## src/rtl/mdu_iterative_pkg.sv

```systemverilog
// Shared encodings for the iterative multiply/divide unit: op codes, FSM states
// and small op-decode helpers used by the top level and the step datapath.
package mdu_iterative_pkg;

    typedef enum logic [1:0] {
        MDU_MULT  = 2'd0,
        MDU_MULTU = 2'd1,
        MDU_DIV   = 2'd2,
        MDU_DIVU  = 2'd3
    } mdu_op_e;

    typedef enum logic [1:0] {
        MDU_IDLE = 2'd0,
        MDU_RUN  = 2'd1,
        MDU_FIX  = 2'd2
    } mdu_state_e;

    localparam logic MODE_MUL = 1'b0;
    localparam logic MODE_DIV = 1'b1;

    function automatic logic op_is_div(input mdu_op_e o);
        case (o)
            MDU_DIV, MDU_DIVU: op_is_div = 1'b1;
            default:           op_is_div = 1'b0;
        endcase
    endfunction

    function automatic logic op_is_signed(input mdu_op_e o);
        case (o)
            MDU_MULT, MDU_DIV: op_is_signed = 1'b1;
            default:           op_is_signed = 1'b0;
        endcase
    endfunction

endpackage

```

## src/rtl/mdu_iterative_step.sv

```systemverilog
// One radix-2 iteration: shift-add for multiply, restoring shift-subtract for divide.
// The partial value is {upper[WIDTH:0], lower[WIDTH-1:0]}; divide leaves lower[0] for the quotient bit.
module mdu_step
    import mdu_iterative_pkg::*;
#(
    parameter int WIDTH = 32
) (
    input  logic               mode,
    input  logic [2*WIDTH:0]   part,
    input  logic [WIDTH-1:0]   operand,
    output logic [2*WIDTH:0]   next_part,
    output logic               q_bit
);

    logic [WIDTH:0]   upper_s;
    logic [WIDTH-1:0] lower_s;
    logic [WIDTH:0]   sum_s;
    logic [WIDTH:0]   shl_s;
    logic [WIDTH+1:0] diff_s;

    assign upper_s = part[2*WIDTH:WIDTH];
    assign lower_s = part[WIDTH-1:0];
    assign sum_s   = upper_s + {1'b0, operand};
    assign shl_s   = {upper_s[WIDTH-1:0], lower_s[WIDTH-1]};
    // Extra top bit is the borrow: set means the trial subtraction went negative.
    assign diff_s  = {1'b0, shl_s} - {2'b00, operand};

    // Select the next partial value for the current mode.
    always_comb begin
        next_part = {(2*WIDTH+1){1'b0}};
        q_bit     = 1'b0;
        if (mode == MODE_DIV) begin
            q_bit = ~diff_s[WIDTH+1];
            if (q_bit) begin
                next_part = {diff_s[WIDTH:0], lower_s[WIDTH-2:0], 1'b0};
            end else begin
                next_part = {shl_s, lower_s[WIDTH-2:0], 1'b0};
            end
        end else begin
            q_bit = lower_s[0];
            if (lower_s[0]) begin
                next_part = {1'b0, sum_s, lower_s[WIDTH-1:1]};
            end else begin
                next_part = {1'b0, upper_s, lower_s[WIDTH-1:1]};
            end
        end
    end

endmodule

```

## src/rtl/mdu_iterative.sv

```systemverilog
// Multi-cycle MULT/MULTU/DIV/DIVU unit owning the architectural HI/LO registers.
// Magnitudes are iterated WIDTH times, then a separate cycle applies the sign fix before commit.
module mdu_iterative
    import mdu_iterative_pkg::*;
#(
    parameter int WIDTH = 32,
    localparam int CNT_W = $clog2(WIDTH) + 1
) (
    input  logic             Clock,
    input  logic             Reset,
    input  logic             start,
    input  logic [1:0]       op,
    input  logic [WIDTH-1:0] A,
    input  logic [WIDTH-1:0] B,
    input  logic             flush,
    input  logic             hi_we,
    input  logic             lo_we,
    input  logic [WIDTH-1:0] wdata,
    output logic             busy,
    output logic             done,
    output logic [WIDTH-1:0] hi,
    output logic [WIDTH-1:0] lo
);

    mdu_state_e       state_r, state_s;
    logic             accept_s, commit_s;
    logic [CNT_W-1:0] cnt_r;
    logic             fix_stage_r;
    mdu_op_e          op_r;
    logic [2*WIDTH:0] part_r, step_part_s;
    logic [WIDTH-1:0] operand_r;
    logic             q_bit_s, mode_s;
    logic             q_neg_r, r_neg_r, dz_r;
    logic [WIDTH-1:0] res_hi_r, res_lo_r;
    logic [WIDTH-1:0] fix_hi_s, fix_lo_s;
    logic [WIDTH-1:0] hi_r, lo_r;
    logic             busy_r, done_r;

    logic             in_div_s, a_neg_s, b_neg_s;
    logic [WIDTH-1:0] abs_a_s, abs_b_s;
    logic [2*WIDTH-1:0] prod_s, prod_fix_s;
    logic [WIDTH-1:0] quo_s, rem_s;

    assign accept_s = start & ~busy_r & ~flush;
    assign in_div_s = op_is_div(mdu_op_e'(op));
    assign a_neg_s  = op_is_signed(mdu_op_e'(op)) & A[WIDTH-1];
    assign b_neg_s  = op_is_signed(mdu_op_e'(op)) & B[WIDTH-1];
    assign abs_a_s  = a_neg_s ? (~A + {{(WIDTH-1){1'b0}}, 1'b1}) : A;
    assign abs_b_s  = b_neg_s ? (~B + {{(WIDTH-1){1'b0}}, 1'b1}) : B;
    assign mode_s   = op_is_div(op_r) ? MODE_DIV : MODE_MUL;

    mdu_step #(.WIDTH(WIDTH)) u_step (
        .mode      (mode_s),
        .part      (part_r),
        .operand   (operand_r),
        .next_part (step_part_s),
        .q_bit     (q_bit_s)
    );

    // FSM state register.
    always_ff @(posedge Clock) begin
        if (Reset) begin
            state_r <= MDU_IDLE;
        end else begin
            state_r <= state_s;
        end
    end

    // Next-state logic; commit marks the cycle that writes HI/LO and raises done.
    always_comb begin
        state_s  = state_r;
        commit_s = 1'b0;
        case (state_r)
            MDU_IDLE: begin
                if (accept_s) begin
                    state_s = MDU_RUN;
                end else begin
                    state_s = MDU_IDLE;
                end
            end
            MDU_RUN: begin
                if (flush) begin
                    state_s = MDU_IDLE;
                end else if (cnt_r == CNT_W'(1)) begin
                    state_s = MDU_FIX;
                end else begin
                    state_s = MDU_RUN;
                end
            end
            MDU_FIX: begin
                if (flush) begin
                    state_s = MDU_IDLE;
                end else if (fix_stage_r) begin
                    state_s  = MDU_IDLE;
                    commit_s = 1'b1;
                end else begin
                    state_s = MDU_FIX;
                end
            end
            default: begin
                state_s = MDU_IDLE;
            end
        endcase
    end

    assign prod_s     = part_r[2*WIDTH-1:0];
    assign prod_fix_s = q_neg_r ? (~prod_s + {{(2*WIDTH-1){1'b0}}, 1'b1}) : prod_s;
    assign quo_s      = part_r[WIDTH-1:0];
    assign rem_s      = part_r[2*WIDTH-1:WIDTH];

    // Sign correction of the magnitude result; divide by zero forces an all-ones quotient.
    always_comb begin
        fix_hi_s = {WIDTH{1'b0}};
        fix_lo_s = {WIDTH{1'b0}};
        if (op_is_div(op_r)) begin
            fix_hi_s = r_neg_r ? (~rem_s + {{(WIDTH-1){1'b0}}, 1'b1}) : rem_s;
            if (dz_r) begin
                fix_lo_s = {WIDTH{1'b1}};
            end else if (q_neg_r) begin
                fix_lo_s = ~quo_s + {{(WIDTH-1){1'b0}}, 1'b1};
            end else begin
                fix_lo_s = quo_s;
            end
        end else begin
            fix_hi_s = prod_fix_s[2*WIDTH-1:WIDTH];
            fix_lo_s = prod_fix_s[WIDTH-1:0];
        end
    end

    // Operand capture, iteration and sign-fix staging.
    always_ff @(posedge Clock) begin
        if (Reset) begin
            cnt_r       <= {CNT_W{1'b0}};
            fix_stage_r <= 1'b0;
            op_r        <= MDU_MULT;
            part_r      <= {(2*WIDTH+1){1'b0}};
            operand_r   <= {WIDTH{1'b0}};
            q_neg_r     <= 1'b0;
            r_neg_r     <= 1'b0;
            dz_r        <= 1'b0;
            res_hi_r    <= {WIDTH{1'b0}};
            res_lo_r    <= {WIDTH{1'b0}};
        end else begin
            case (state_r)
                MDU_IDLE: begin
                    fix_stage_r <= 1'b0;
                    if (accept_s) begin
                        op_r      <= mdu_op_e'(op);
                        cnt_r     <= CNT_W'(WIDTH);
                        operand_r <= in_div_s ? abs_b_s : abs_a_s;
                        part_r    <= {{(WIDTH+1){1'b0}}, (in_div_s ? abs_a_s : abs_b_s)};
                        q_neg_r   <= a_neg_s ^ b_neg_s;
                        r_neg_r   <= a_neg_s;
                        dz_r      <= in_div_s & (B == {WIDTH{1'b0}});
                    end
                end
                MDU_RUN: begin
                    if (flush) begin
                        cnt_r <= {CNT_W{1'b0}};
                    end else begin
                        part_r <= {step_part_s[2*WIDTH:1],
                                   (mode_s == MODE_DIV) ? q_bit_s : step_part_s[0]};
                        cnt_r  <= cnt_r - CNT_W'(1);
                    end
                end
                MDU_FIX: begin
                    if (flush) begin
                        fix_stage_r <= 1'b0;
                    end else if (!fix_stage_r) begin
                        res_hi_r    <= fix_hi_s;
                        res_lo_r    <= fix_lo_s;
                        fix_stage_r <= 1'b1;
                    end else begin
                        fix_stage_r <= 1'b0;
                    end
                end
                default: begin
                    fix_stage_r <= 1'b0;
                end
            endcase
        end
    end

    // Architectural HI/LO plus registered busy/done; MTHI/MTLO only land while idle.
    always_ff @(posedge Clock) begin
        if (Reset) begin
            hi_r   <= {WIDTH{1'b0}};
            lo_r   <= {WIDTH{1'b0}};
            busy_r <= 1'b0;
            done_r <= 1'b0;
        end else begin
            busy_r <= (state_s != MDU_IDLE);
            done_r <= commit_s;
            if (commit_s) begin
                hi_r <= res_hi_r;
                lo_r <= res_lo_r;
            end else if (!busy_r) begin
                if (hi_we) begin
                    hi_r <= wdata;
                end
                if (lo_we) begin
                    lo_r <= wdata;
                end
            end
        end
    end

    assign busy = busy_r;
    assign done = done_r;
    assign hi   = hi_r;
    assign lo   = lo_r;

endmodule

```

## config.mk

```make
export PLATFORM = sky130hd
export DESIGN_NAME = mdu_iterative
export DESIGN_NICKNAME = d
export VERILOG_FILES = /design/src/rtl/mdu_iterative_pkg.sv /design/src/rtl/mdu_iterative_step.sv /design/src/rtl/mdu_iterative.sv
export SDC_FILE = /design/constraint.sdc
export NUM_CORES = 1
export LEC_CHECK = 0
export CAP_MARGIN = 20
export CORE_MARGIN = 8
export CORE_UTILIZATION = 40
export DETAILED_ROUTE_END_ITERATION = 10
export GPL_ROUTABILITY_DRIVEN = 1
export GPL_TIMING_DRIVEN = 0
export PLACE_DENSITY = 0.61
export SYNTH_ARGS = -nofsm -noshare
export SYNTH_HDL_FRONTEND = slang
export SYNTH_HIERARCHICAL = 1
export SYNTH_SLANG_ARGS = --single-unit
```

## constraint.sdc

```tcl
create_clock -name Clock -period 3.6 [get_ports Clock]
set_input_delay 0.36 -clock Clock [delete_from_list [all_inputs] [get_ports Clock]]
set_output_delay 0.36 -clock Clock [all_outputs]
set_load 0.01 [all_outputs]
```

==> impl_metrics.csv <==
group,metric,value,unit
final_layout,antenna_cells,0,
pwr,p_switching,2564,uW
global_routing,track_usage,29.49,%
synthesis,synth_cell_types,84,
pwr,seq_power_share,37.8,%
drt,vias_per_cell,6.285,
placed_design,hpwl,62850,um
pwr,power,7710,uW
critical_path,start_kind,"flip-flop",
pwr,powerDensity,365.2,mW/mm2
clock_network,cts_num_sinks,240,
drt,first_pass_iters,8,
timing,relSlewSlack,24.19,%
global_routing,grt_pass1_vias,18400,
synthesis,ys_warn_count,6,
outcome,outcome,"finished clean",
floorplan,rows,76,
critical_path,end_kind,"flip-flop",
pwr,p_sw_share,33.25,%
synthesis,async_flop_share,0,%
timing,tightest_slew,1.127,ns
global_routing,gr-total-overflow,0,
global_routing,grt_antenna_before_repair,0,
synthesis,ys_seq_area_share,27.40,%
placed_design,gp_congestion,0.9782,
hold_path,hold_class,"input port to flip-flop",
final_layout,nets,2697,
floorplan,die_width,225.4,um
synthesis,synth_top_flop_cell,"dfxtp_1",
synthesis,synth_nets,2497,
run,maxCapViolations,0,
critical_path,path_buf_inv,1,
synthesis,synthesis.area,0.01754,mm2
clock_network,clock_latency,0.58,ns
synthesis,syn_inst,2321,
final_layout,area_growth,20.41,%
timing,slew_viol_final,0,
pwr,pwr-share-comb,25.1,%
pwr,p_leak,0.007680,uW
clock_network,cts_inserted_buffers,28,
timing,period_minus_slack,3.545,ns
global_routing,grt_max_degree,16,
pwr,pwr-share-clk,37.0,%
pwr,p_int,5146,uW
clock_network,clkSlewWorstSetupHoldPaths,0.06,ns
final_layout,stdcell_count,3126,
critical_path,crit_type,"flip-flop to flip-flop",
critical_path,worstPathRequired,4.10,ns
critical_path,path_max_fanout,6,
timing,min_period_over_period,98.46,%
drt,drtIter0Drc,2205,
floorplan,io_pins,170,
critical_path,path_cells,"inv_1 > ha_1 > a21o_1 > a21o_1 > nor3_1 > o311ai_2 > a41o_1 > a41o_1 > xnor2_1 > o21ai_0 > o21a_1 > nand3_1 > a21oi_1",
placed_design,place_area,0.01993,mm2
timing,finalSetupTns,0,ns
clock_network,clock_path_buffers,3,
critical_path,cp.arrival,4.04,ns
timing,skew,0.01852,ns
timing,hold_viol,0,
floorplan,core_area,0.04317,mm2
critical_path,cpLargestDelayFamily,"compound AO/OA/AOI/OAI gates",
final_layout,layout_commonest_cell,"a21oi_1",
placed_design,io_buffers,166,
synthesis,ys_seq_elements,240,
synthesis,synth-edff-count,0,
critical_path,cpPeakStageDelay,0.51,ns
final_layout,final_cell_mix,"a21oi_1, nand2_1, dfxtp_1, nor2_1, clkdlybuf4s50_1",
floorplan,die_area,0.05080,mm2
global_routing,grt_pass1_wl,116600,um
critical_path,crit_slowest_cell,"nor3_1",
final_layout,utilization,48.91,%
clock_network,clock-root-buffer,"clkbuf_16",
drt,drcViolationCount,0,
timing,rsz0062_at_grt,"yes",
floorplan,start_util,40.62,%
drt,vias,19650,
final_layout,drive_gt1_share,7.044,%
drt,wl,78730,um
drt,ant_nets,0,
floorplan,die_h,225.4,um
clock_network,cts_tree,"done",
final_layout,design_area,0.02112,mm2
pwr,irDropWorstVdd,377.5,uV
drt,wire_per_inst,25.18,um
placed_design,dpl.cell_count,3072,
timing,fmax,282.1,MHz
clock_network,cts_max_level,1,
synthesis,syn_area_per_cell,7.556,um2
timing,setup_violations,0,
[path summary, 6_finish.rpt]
kind / from / to / slack, ns / cells after the start
worst max-delay path: operand_r[19]$_SDFFE_PP0N_ / part_r[62]$_SDFFE_PP0P_ / 0.06 / 13
worst min-delay path: wdata[5] / hi[5]$_SDFFE_PP0P_ / 0.38 / 3
worst max register to register: operand_r[19]$_SDFFE_PP0N_ / part_r[62]$_SDFFE_PP0P_ / 0.06 / 13
worst min register to register: fix_stage_r$_SDFFE_PP0N_ / fix_stage_r$_SDFFE_PP0N_ / 0.48 / 2
[cell usage after synthesis (all sizes together), types with 29 or more instances]
| cell | count | area [um2] |
|---|---|---|
| a22oi | 75 | 563.0 |
| mux2 | 33 | 371.6 |
| o21ai | 95 | 475.5 |
| ha | 70 | 875.8 |
| a21o | 39 | 292.8 |
| inv | 67 | 251.5 |
| nand4 | 29 | 181.4 |
| xnor2 | 75 | 656.9 |
| clkbuf | 135 | 506.7 |
| nand3 | 98 | 490.5 |
| a21oi | 252 | 1261 |
| mux2i | 36 | 360.4 |
| nor3 | 57 | 290.3 |
| or4 | 33 | 256.5 |
| xor2 | 78 | 683.2 |
| a31oi | 36 | 225.2 |
| a211oi | 94 | 705.7 |
| dfxtp | 240 | 4805 |
| nand2 | 231 | 867.1 |
| nor4 | 29 | 196.4 |
| nor2 | 197 | 739.5 |
[per-stage QoR]
stage / hold WS [ns] / setup slack (ns)
final: 0.3756 / 0.05547
after global routing: 0.3803 / -0.01993
after CTS: 0.3549 / 0.003523
after detailed placement: 0.4760 / -0.4931
after global placement: 0.4658 / -0.5770
after floorplan: 0.4255 / 0.5269
[worst min-delay path, delay by kind of cell]
family          cells  cell delay (ns)
buf+inv             1             0.42
simple gates        1             0.07
compound gates      1             0.06
[logic make-up (layout without fill, tap and decap cells)]
logic type / count (synthesis) / after routing / synth area share, %
buffers and inverters: 228 / 448 / 5.001
XOR/XNOR: 153 / 153 / 7.641
multiplexers: 69 / 69 / 4.174
adder cells (fa/ha/maj): 72 / 72 / 5.223
flip-flops: 240 / 240 / 27.40
AND/OR/NAND/NOR: 794 / 794 / 21.78
AO/OA/AOI/OAI: 765 / 765 / 28.78
[power by group through the flow]
stage	sequential (uW)	combinational, uW	clock, uW
after floorplan	2920	1130	0
after global placement	2970	1840	0
after detailed placement	2970	1850	0
after CTS	2910	1870	2870
after global routing	2920	2070	2980
final	2920	1940	2850
[what timing repair did]
| item | CTS | global route |
|---|---|---|
| hold buffers | 0 | 0 |
| pin swaps | 1 | 4 |
| gates resized for setup | 30 | 52 |
| setup endpoints to repair | 36 | 34 |
| setup buffers | 2 | 1 |
[sequential cells by signal (all words and copies together) (netlist names), 2 cells and up]
signal     flops
part_r        65
lo            32
operand_r     32
state_r        2
res_hi_r      32
hi            32
res_lo_r      32
cnt_r          6
[final cells by class]
type / count / area [um2]
fillers: 4373 / 22060
multi-input cells: 1853 / 12030
flip-flops and latches: 240 / 4855
repair buffers: 170 / 1689
clock buffers: 39 / 802.0
well taps: 585 / 732.0
plain buffers: 159 / 629.4
inverters: 69 / 259.0
clock inverters: 11 / 118.9
[per-layer routing]
metal / vias up / share of wire [%] / global-route usage [%]
met5: - / 0 / 0
met4: 0 / 3.7 / 9.895
met3: 148 / 8.8 / 5.036
met2: 1015 / 44 / 46.87
met1: 9463 / 43 / 40.00
li1: 9022 / - / -
No activity file was read; power rests on OpenSTA's default activity.
